==> src/rtl/q_argmax_select.sv <==
// -----------------------------------------------------------------------------
// q_argmax_select
//
// Greedy / epsilon-greedy action selector for the DQN datapath. Collects the
// NUMBER_OF_OUTPUT_NODE single-precision Q-values streamed by the output layer
// (one per beat, node 0 first). It then reports the index of the largest value
// and the value itself. When exploration is enabled, a 16-bit Galois LFSR may
// replace the greedy action with a pseudo-random one.
//
// Ports
//   clk           clock, rising edge
//   rst_n         asynchronous active-low reset
//   i_valid       i_data carries one Q-value this cycle
//   i_data        Q-value (IEEE-754 single precision)
//   i_explore_en  epsilon-greedy enable, sampled with the last beat
//   i_epsilon     exploration threshold, sampled with the last beat
//   o_ready       block accepts beats (IDLE / COLLECT)
//   o_valid       one-cycle pulse, result outputs valid
//   o_action      selected action index
//   o_max_q       largest Q-value of the decision (always the greedy value)
//   o_random      o_action came from exploration
// -----------------------------------------------------------------------------
module q_argmax_select #(
  parameter int                         DATA_WIDTH            = 32,
  parameter int                         NUMBER_OF_OUTPUT_NODE = 3,
  parameter int                         ACTION_WIDTH          = 2,
  parameter int                         EPSILON_WIDTH         = 16,
  parameter logic [EPSILON_WIDTH-1:0]   LFSR_SEED             = 16'hACE1
) (
  input  logic                     clk,
  input  logic                     rst_n,
  input  logic                     i_valid,
  input  logic [DATA_WIDTH-1:0]    i_data,
  input  logic                     i_explore_en,
  input  logic [EPSILON_WIDTH-1:0] i_epsilon,
  output logic                     o_ready,
  output logic                     o_valid,
  output logic [ACTION_WIDTH-1:0]  o_action,
  output logic [DATA_WIDTH-1:0]    o_max_q,
  output logic                     o_random
);

  localparam logic [1:0] IDLE    = 2'd0;
  localparam logic [1:0] COLLECT = 2'd1;
  localparam logic [1:0] DECIDE  = 2'd2;
  localparam logic [1:0] OUT     = 2'd3;

  // Single-precision field layout: sign at the MSB, then exponent, then mantissa.
  localparam int MANT_W = 23;

  localparam logic [EPSILON_WIDTH-1:0] LFSR_MASK = EPSILON_WIDTH'(16'hB400);
  localparam logic [ACTION_WIDTH-1:0]  LAST_CNT  = ACTION_WIDTH'(NUMBER_OF_OUTPUT_NODE - 1);
  localparam logic [ACTION_WIDTH:0]    N_EXT     = (ACTION_WIDTH + 1)'(NUMBER_OF_OUTPUT_NODE);
  localparam bit                       SINGLE    = (NUMBER_OF_OUTPUT_NODE == 1);

  // ---------------------------------------------------------------------------
  // Sign-magnitude float ordering, no FP unit.
  // NaN sorts below everything, +0 == -0, infinities are ordinary extremes.
  // Returns 1 only when a is strictly greater than b.
  // ---------------------------------------------------------------------------
  function automatic logic is_nan(input logic [DATA_WIDTH-1:0] v);
    return (&v[DATA_WIDTH-2:MANT_W]) && (|v[MANT_W-1:0]);
  endfunction

  function automatic logic q_greater(input logic [DATA_WIDTH-1:0] a,
                                     input logic [DATA_WIDTH-1:0] b);
    logic [DATA_WIDTH-2:0] a_mag;
    logic [DATA_WIDTH-2:0] b_mag;
    a_mag = a[DATA_WIDTH-2:0];
    b_mag = b[DATA_WIDTH-2:0];
    if (is_nan(a))                    return 1'b0;
    if (is_nan(b))                    return 1'b1;
    if (a_mag == '0 && b_mag == '0)   return 1'b0;  // signed zeros compare equal
    case ({a[DATA_WIDTH-1], b[DATA_WIDTH-1]})
      2'b01:   return 1'b1;                         // positive beats negative
      2'b10:   return 1'b0;
      2'b00:   return a_mag > b_mag;
      default: return a_mag < b_mag;                // both negative
    endcase
  endfunction

  // ---------------------------------------------------------------------------
  // State
  // ---------------------------------------------------------------------------
  logic [1:0]               state;
  logic [1:0]               state_d;
  logic [ACTION_WIDTH-1:0]  cnt;
  logic [DATA_WIDTH-1:0]    max_q;
  logic [ACTION_WIDTH-1:0]  max_idx;
  logic                     explore_en_q;
  logic [EPSILON_WIDTH-1:0] epsilon_q;
  logic [EPSILON_WIDTH-1:0] lfsr;

  // ---------------------------------------------------------------------------
  // Combinational helpers
  // ---------------------------------------------------------------------------
  logic                     accept;
  logic                     last_beat;
  logic                     in_greater;
  logic [EPSILON_WIDTH-1:0] lfsr_next;
  logic                     explore;
  logic [ACTION_WIDTH:0]    r_ext;
  logic [ACTION_WIDTH-1:0]  rand_idx;

  assign o_ready    = (state == IDLE) || (state == COLLECT);
  assign accept     = i_valid && o_ready;
  assign in_greater = q_greater(i_data, max_q);

  // The last beat is either beat 0 (single-node configuration) or the beat
  // that arrives while the counter points at node N-1.
  assign last_beat  = accept && (((state == IDLE) && SINGLE) ||
                                 ((state == COLLECT) && (cnt == LAST_CNT)));

  // Galois right-shift step; a nonzero seed never reaches the all-zero state.
  assign lfsr_next  = {1'b0, lfsr[EPSILON_WIDTH-1:1]} ^ (lfsr[0] ? LFSR_MASK : '0);
  assign explore    = explore_en_q && (lfsr_next < epsilon_q);

  // Fold the low LFSR bits into 0..N-1 with a single conditional subtract.
  assign r_ext      = {1'b0, lfsr_next[ACTION_WIDTH-1:0]};
  assign rand_idx   = (r_ext >= N_EXT) ? ACTION_WIDTH'(r_ext - N_EXT)
                                       : r_ext[ACTION_WIDTH-1:0];

  // NOTE: every output of a combinational block gets a default assignment
  // first, so no path leaves it unassigned and no latch is inferred.
  always_comb begin
    state_d = state;
    case (state)
      IDLE:    if (accept)    state_d = SINGLE ? DECIDE : COLLECT;
      COLLECT: if (last_beat) state_d = DECIDE;
      DECIDE:                 state_d = OUT;
      OUT:                    state_d = IDLE;
      default:                state_d = IDLE;
    endcase
  end

  // ---------------------------------------------------------------------------
  // Control and collection datapath
  // ---------------------------------------------------------------------------
  // NOTE: sequential state uses non-blocking assignments so that every
  // register samples the pre-edge values, independent of statement order.
  always_ff @(posedge clk or negedge rst_n) begin
    if (!rst_n) begin
      state        <= IDLE;
      cnt          <= '0;
      max_q        <= '0;
      max_idx      <= '0;
      explore_en_q <= 1'b0;
      epsilon_q    <= '0;
      lfsr         <= LFSR_SEED;
    end else begin
      state <= state_d;

      if (accept) begin
        if (state == IDLE) begin
          // Beat 0 seeds the running maximum unconditionally, so an all-NaN
          // set still reports index 0 and its own beat 0 value.
          max_q   <= i_data;
          max_idx <= '0;
          cnt     <= ACTION_WIDTH'(1);
        end else begin
          cnt <= cnt + ACTION_WIDTH'(1);
          // Strictly greater only: ties keep the lower index.
          if (in_greater) begin
            max_q   <= i_data;
            max_idx <= cnt;
          end
        end
      end

      if (last_beat) begin
        explore_en_q <= i_explore_en;
        epsilon_q    <= i_epsilon;
      end

      if (state == DECIDE) begin
        lfsr <= lfsr_next;
      end
    end
  end

  // ---------------------------------------------------------------------------
  // Result registers: loaded on the DECIDE->OUT edge so they are presented
  // throughout OUT, and held until the next decision.
  // ---------------------------------------------------------------------------
  always_ff @(posedge clk or negedge rst_n) begin
    if (!rst_n) begin
      o_valid  <= 1'b0;
      o_action <= '0;
      o_max_q  <= '0;
      o_random <= 1'b0;
    end else begin
      o_valid <= (state == DECIDE);
      if (state == DECIDE) begin
        o_action <= explore ? rand_idx : max_idx;
        o_max_q  <= max_q;
        o_random <= explore;
      end
    end
  end

endmodule

==> config.mk <==
export PLATFORM = sky130hd
export DESIGN_NAME = q_argmax_select
export DESIGN_NICKNAME = d
export VERILOG_FILES = /design/src/rtl/q_argmax_select.sv
export SDC_FILE = /design/constraint.sdc
export NUM_CORES = 1
export LEC_CHECK = 0
export CORE_MARGIN = 5
export CORE_UTILIZATION = 40
export CTS_CLUSTER_DIAMETER = 80
export DETAILED_ROUTE_END_ITERATION = 7
export SYNTH_ARGS = -nofsm -noshare
export SYNTH_HDL_FRONTEND = slang
export SYNTH_SLANG_ARGS = --single-unit
==> constraint.sdc <==
create_clock -name clk -period 3.5 [get_ports clk]
set_input_delay 0.525 -clock clk [delete_from_list [all_inputs] [get_ports clk]]
set_output_delay 0.525 -clock clk [all_outputs]
set_load 0.1 [all_outputs]
==> impl_metrics.ini <==
[yosys]
syn_area_um2 = 5680
synth_cells = 470
dominantRegCellSynth = sky130_fd_sc_hd__dfrtp_1
yosys_warning_total = 0
ys_seq_elements = 107
netlist_top_cells_area = sky130_fd_sc_hd__dfrtp_1 (44%), sky130_fd_sc_hd__mux2_2 (13%), sky130_fd_sc_hd__ha_1 (11%)
synth-edff-count = 0
synth_top_area_share_pct = 43.6
synth_top_cell_by_area = sky130_fd_sc_hd__dfrtp_1
synth.net_count = 572
yosysUniqueCellTypes = 48
ys_async_sr_fraction_pct = 100
synth-seq-area-share_pct = 47.3
syn_area_per_cell_um2 = 12.1

[layout]
footprint_of_the_multi_input_gates_um2 = 2720
commonest_cells_after_routing_fill_and_taps_aside = sky130_fd_sc_hd__dfrtp_1 (99), sky130_fd_sc_hd__clkdlybuf4s50_1 (86), sky130_fd_sc_hd__mux2_2 (65)
final.fill_count = 1202
post_route_cells_drive_above_1_share_pct = 23.2
regArea_um2 = 2690
layout_commonest_cell = sky130_fd_sc_hd__dfrtp_1
synthToLayoutAreaGrowth_pct = 25.3
design.final.nets = 665
antenna-diode-count = 0

[die]
dieArea_um2 = 16700
placeable_core_region_um2 = 13900
fp.dieW_um = 129
io-pin-count = 89
initial_standard_cell_utilization_of_the_core_pct = 40.9
num_rows = 43
chipHeight_um = 129

[sta]
timing_worst_slew_pin_value_ns = 0.985
final_setup_vio_count = 0
tightest_hold_margin_ns = 0.276
layout_min_cycle_time_ns = 3.00
drv_slew = 0
maxSlewHeadroom_pct = 34.2
timing.final.hold_violations = 0
clock-skew-final_ns = 0.00565
fin_tns_setup_ns = 0
max_freq_ghz = 0.333
fin_crit_sh_pct = 85.7
rsz0062_at_grt = false

[clocking]
tritoncts.num_buffers = 9
postCtsHoldBufs = 0
cts_post_setup_buffers_inserted = 0
tritoncts = done
clock-root-buffer = sky130_fd_sc_hd__clkbuf_16
ctsResizeCount = 0
cts.clk_slew.worst_paths_ns = 0.06
ctsLongestPathBuffers = 2
tritoncts_sink_count = 107
clkLatencyLatePin_ns = 0.35
cts_htree_levels = 3

[min_path]
worst_hold_path_type = in -> async

[place]
place_hpwl_um = 9290
placement.io_buffers = 88
place_congestion = 0.817

[critical_path]
setup.worst_path.end_class = register
crit_path_start_kind = input port
worst_endpoint_data_arrival_time_ns = 3.23
critical_path_peak_fanout = 24
critPathRequiredTime_ns = 3.73
timing_worst_setup_path_type = in -> reg

[route]
post_drt_via_cell_ratio = 5.16
num_vias = 3857
detail_route.first_pass.iterations = 4
detail_route.iter0.violations = 132
drtAntennaViolNets = 0
routedWlPerCell_um = 16.2
finalWirelength_um = 12100
drc = 0

[status]
run_status = completed

[global_route]
grt_overflow = 0
number_of_antenna_violations_at_the_first_check_in_global_routing = 0
globalRouteTotalUtil_pct = 15.5
grt_pass1_vias = 4236
maximum_number_of_pins_on_one_net_before_global_route_repair = 70
grt_pass1_wl_um = 20500

[job]
max-cap-violations = 0
-- worst max-delay path, cell delays in order --
cell and delay [ns]:
sky130_fd_sc_hd__clkdlybuf4s50_1 0.49, sky130_fd_sc_hd__ha_1 0.36, sky130_fd_sc_hd__nand4_1 0.19, sky130_fd_sc_hd__nor4_2 0.34, sky130_fd_sc_hd__a21boi_2 0.25, sky130_fd_sc_hd__o21a_1 0.17, sky130_fd_sc_hd__o21ai_2 0.07, sky130_fd_sc_hd__nand2_2 0.07
sky130_fd_sc_hd__buf_4 0.41, sky130_fd_sc_hd__mux2_4 0.34
-- final timing paths --
kind | from | endpoint | slack, ns | cells past startpoint
setup / recovery | i_data[26] | max_q[5] | 0.50 | 10
hold / removal | rst_n | epsilon_q[10] | 0.28 | 1
setup reg to reg | max_q[10] | max_q[5] | 0.72 | 11
hold reg to reg | cnt[0] | cnt[0] | 0.49 | 1
max in group asynchronous | rst_n | lfsr[5] | 2.37 | 2
min in group clk | cnt[0] | cnt[0] | 0.49 | 1
-- cells in the mapped netlist, types with 2 or more instances --
cell type	count
sky130_fd_sc_hd__dfrtp_1	99
sky130_fd_sc_hd__mux2_2	65
sky130_fd_sc_hd__inv_1	56
sky130_fd_sc_hd__ha_1	50
sky130_fd_sc_hd__mux2_4	30
sky130_fd_sc_hd__a21oi_1	18
sky130_fd_sc_hd__nand2_1	17
sky130_fd_sc_hd__nor2_1	17
sky130_fd_sc_hd__nor4_1	17
sky130_fd_sc_hd__nand4_1	15
sky130_fd_sc_hd__o21ai_0	10
sky130_fd_sc_hd__clkbuf_1	8
sky130_fd_sc_hd__dfstp_2	8
sky130_fd_sc_hd__a21o_1	5
sky130_fd_sc_hd__nand3_1	5
sky130_fd_sc_hd__nor3_1	5
sky130_fd_sc_hd__a211oi_1	3
sky130_fd_sc_hd__buf_6	3
sky130_fd_sc_hd__nand3b_1	3
sky130_fd_sc_hd__xor2_1	3
sky130_fd_sc_hd__a221o_1	2
sky130_fd_sc_hd__a221oi_1	2
sky130_fd_sc_hd__a22oi_1	2
sky130_fd_sc_hd__and4_1	2
sky130_fd_sc_hd__and4b_1	2
-- stage by stage --
step	worst slack (ns)	cell area, um^2	util (%)	cells
floorplan	1.05	5680	-	470
global placement	0.171	6760	48.7	732
detailed placement	0.0972	6760	48.7	732
CTS	0.477	7120	51.3	748
global route	0.186	7120	51.3	748
finish	0.501	7120	51.3	748
-- final cells by class --
cell class | instances | share of cell area [%]
well taps | 180 | 3.16
inverters | 56 | 2.95
multi-input cells | 295 | 38.2
repair buffers | 94 | 12.9
clock inverters | 5 | 1.76
clock buffers | 11 | 3.27
flip-flops and latches | 107 | 37.8
-- flip-flops by register name, summed over array words and instances (netlist names), 2 cells and up --
name       count
max_q         32
o_max_q       32
epsilon_q     16
lfsr          16
cnt            2
max_idx        2
o_action       2
state          2
-- layer usage --
layer,GRT usage (%),up-vias,share of wire (%)
met3,5.07,24,5.2
met2,25.5,94,48
met4,5.62,0,2.7
met1,19.0,1865,44
li1,-,1874,-
met5,0,-,0
-- logic make-up (layout without fill, tap and decap cells) --
kind of cell | after synthesis | count (layout) | synth area share (%)
xor+xnor | 3 | 3 | 0.463
simple gates | 90 | 90 | 8.75
fa+ha+maj | 50 | 50 | 11.0
mux | 96 | 96 | 21.0
buf+inv | 68 | 166 | 4.91
flops | 107 | 107 | 47.3
compound gates | 56 | 56 | 6.54
Power is not shown: default switching activity piles up to over one toggle a cycle in this logic, so the estimate is an artifact.
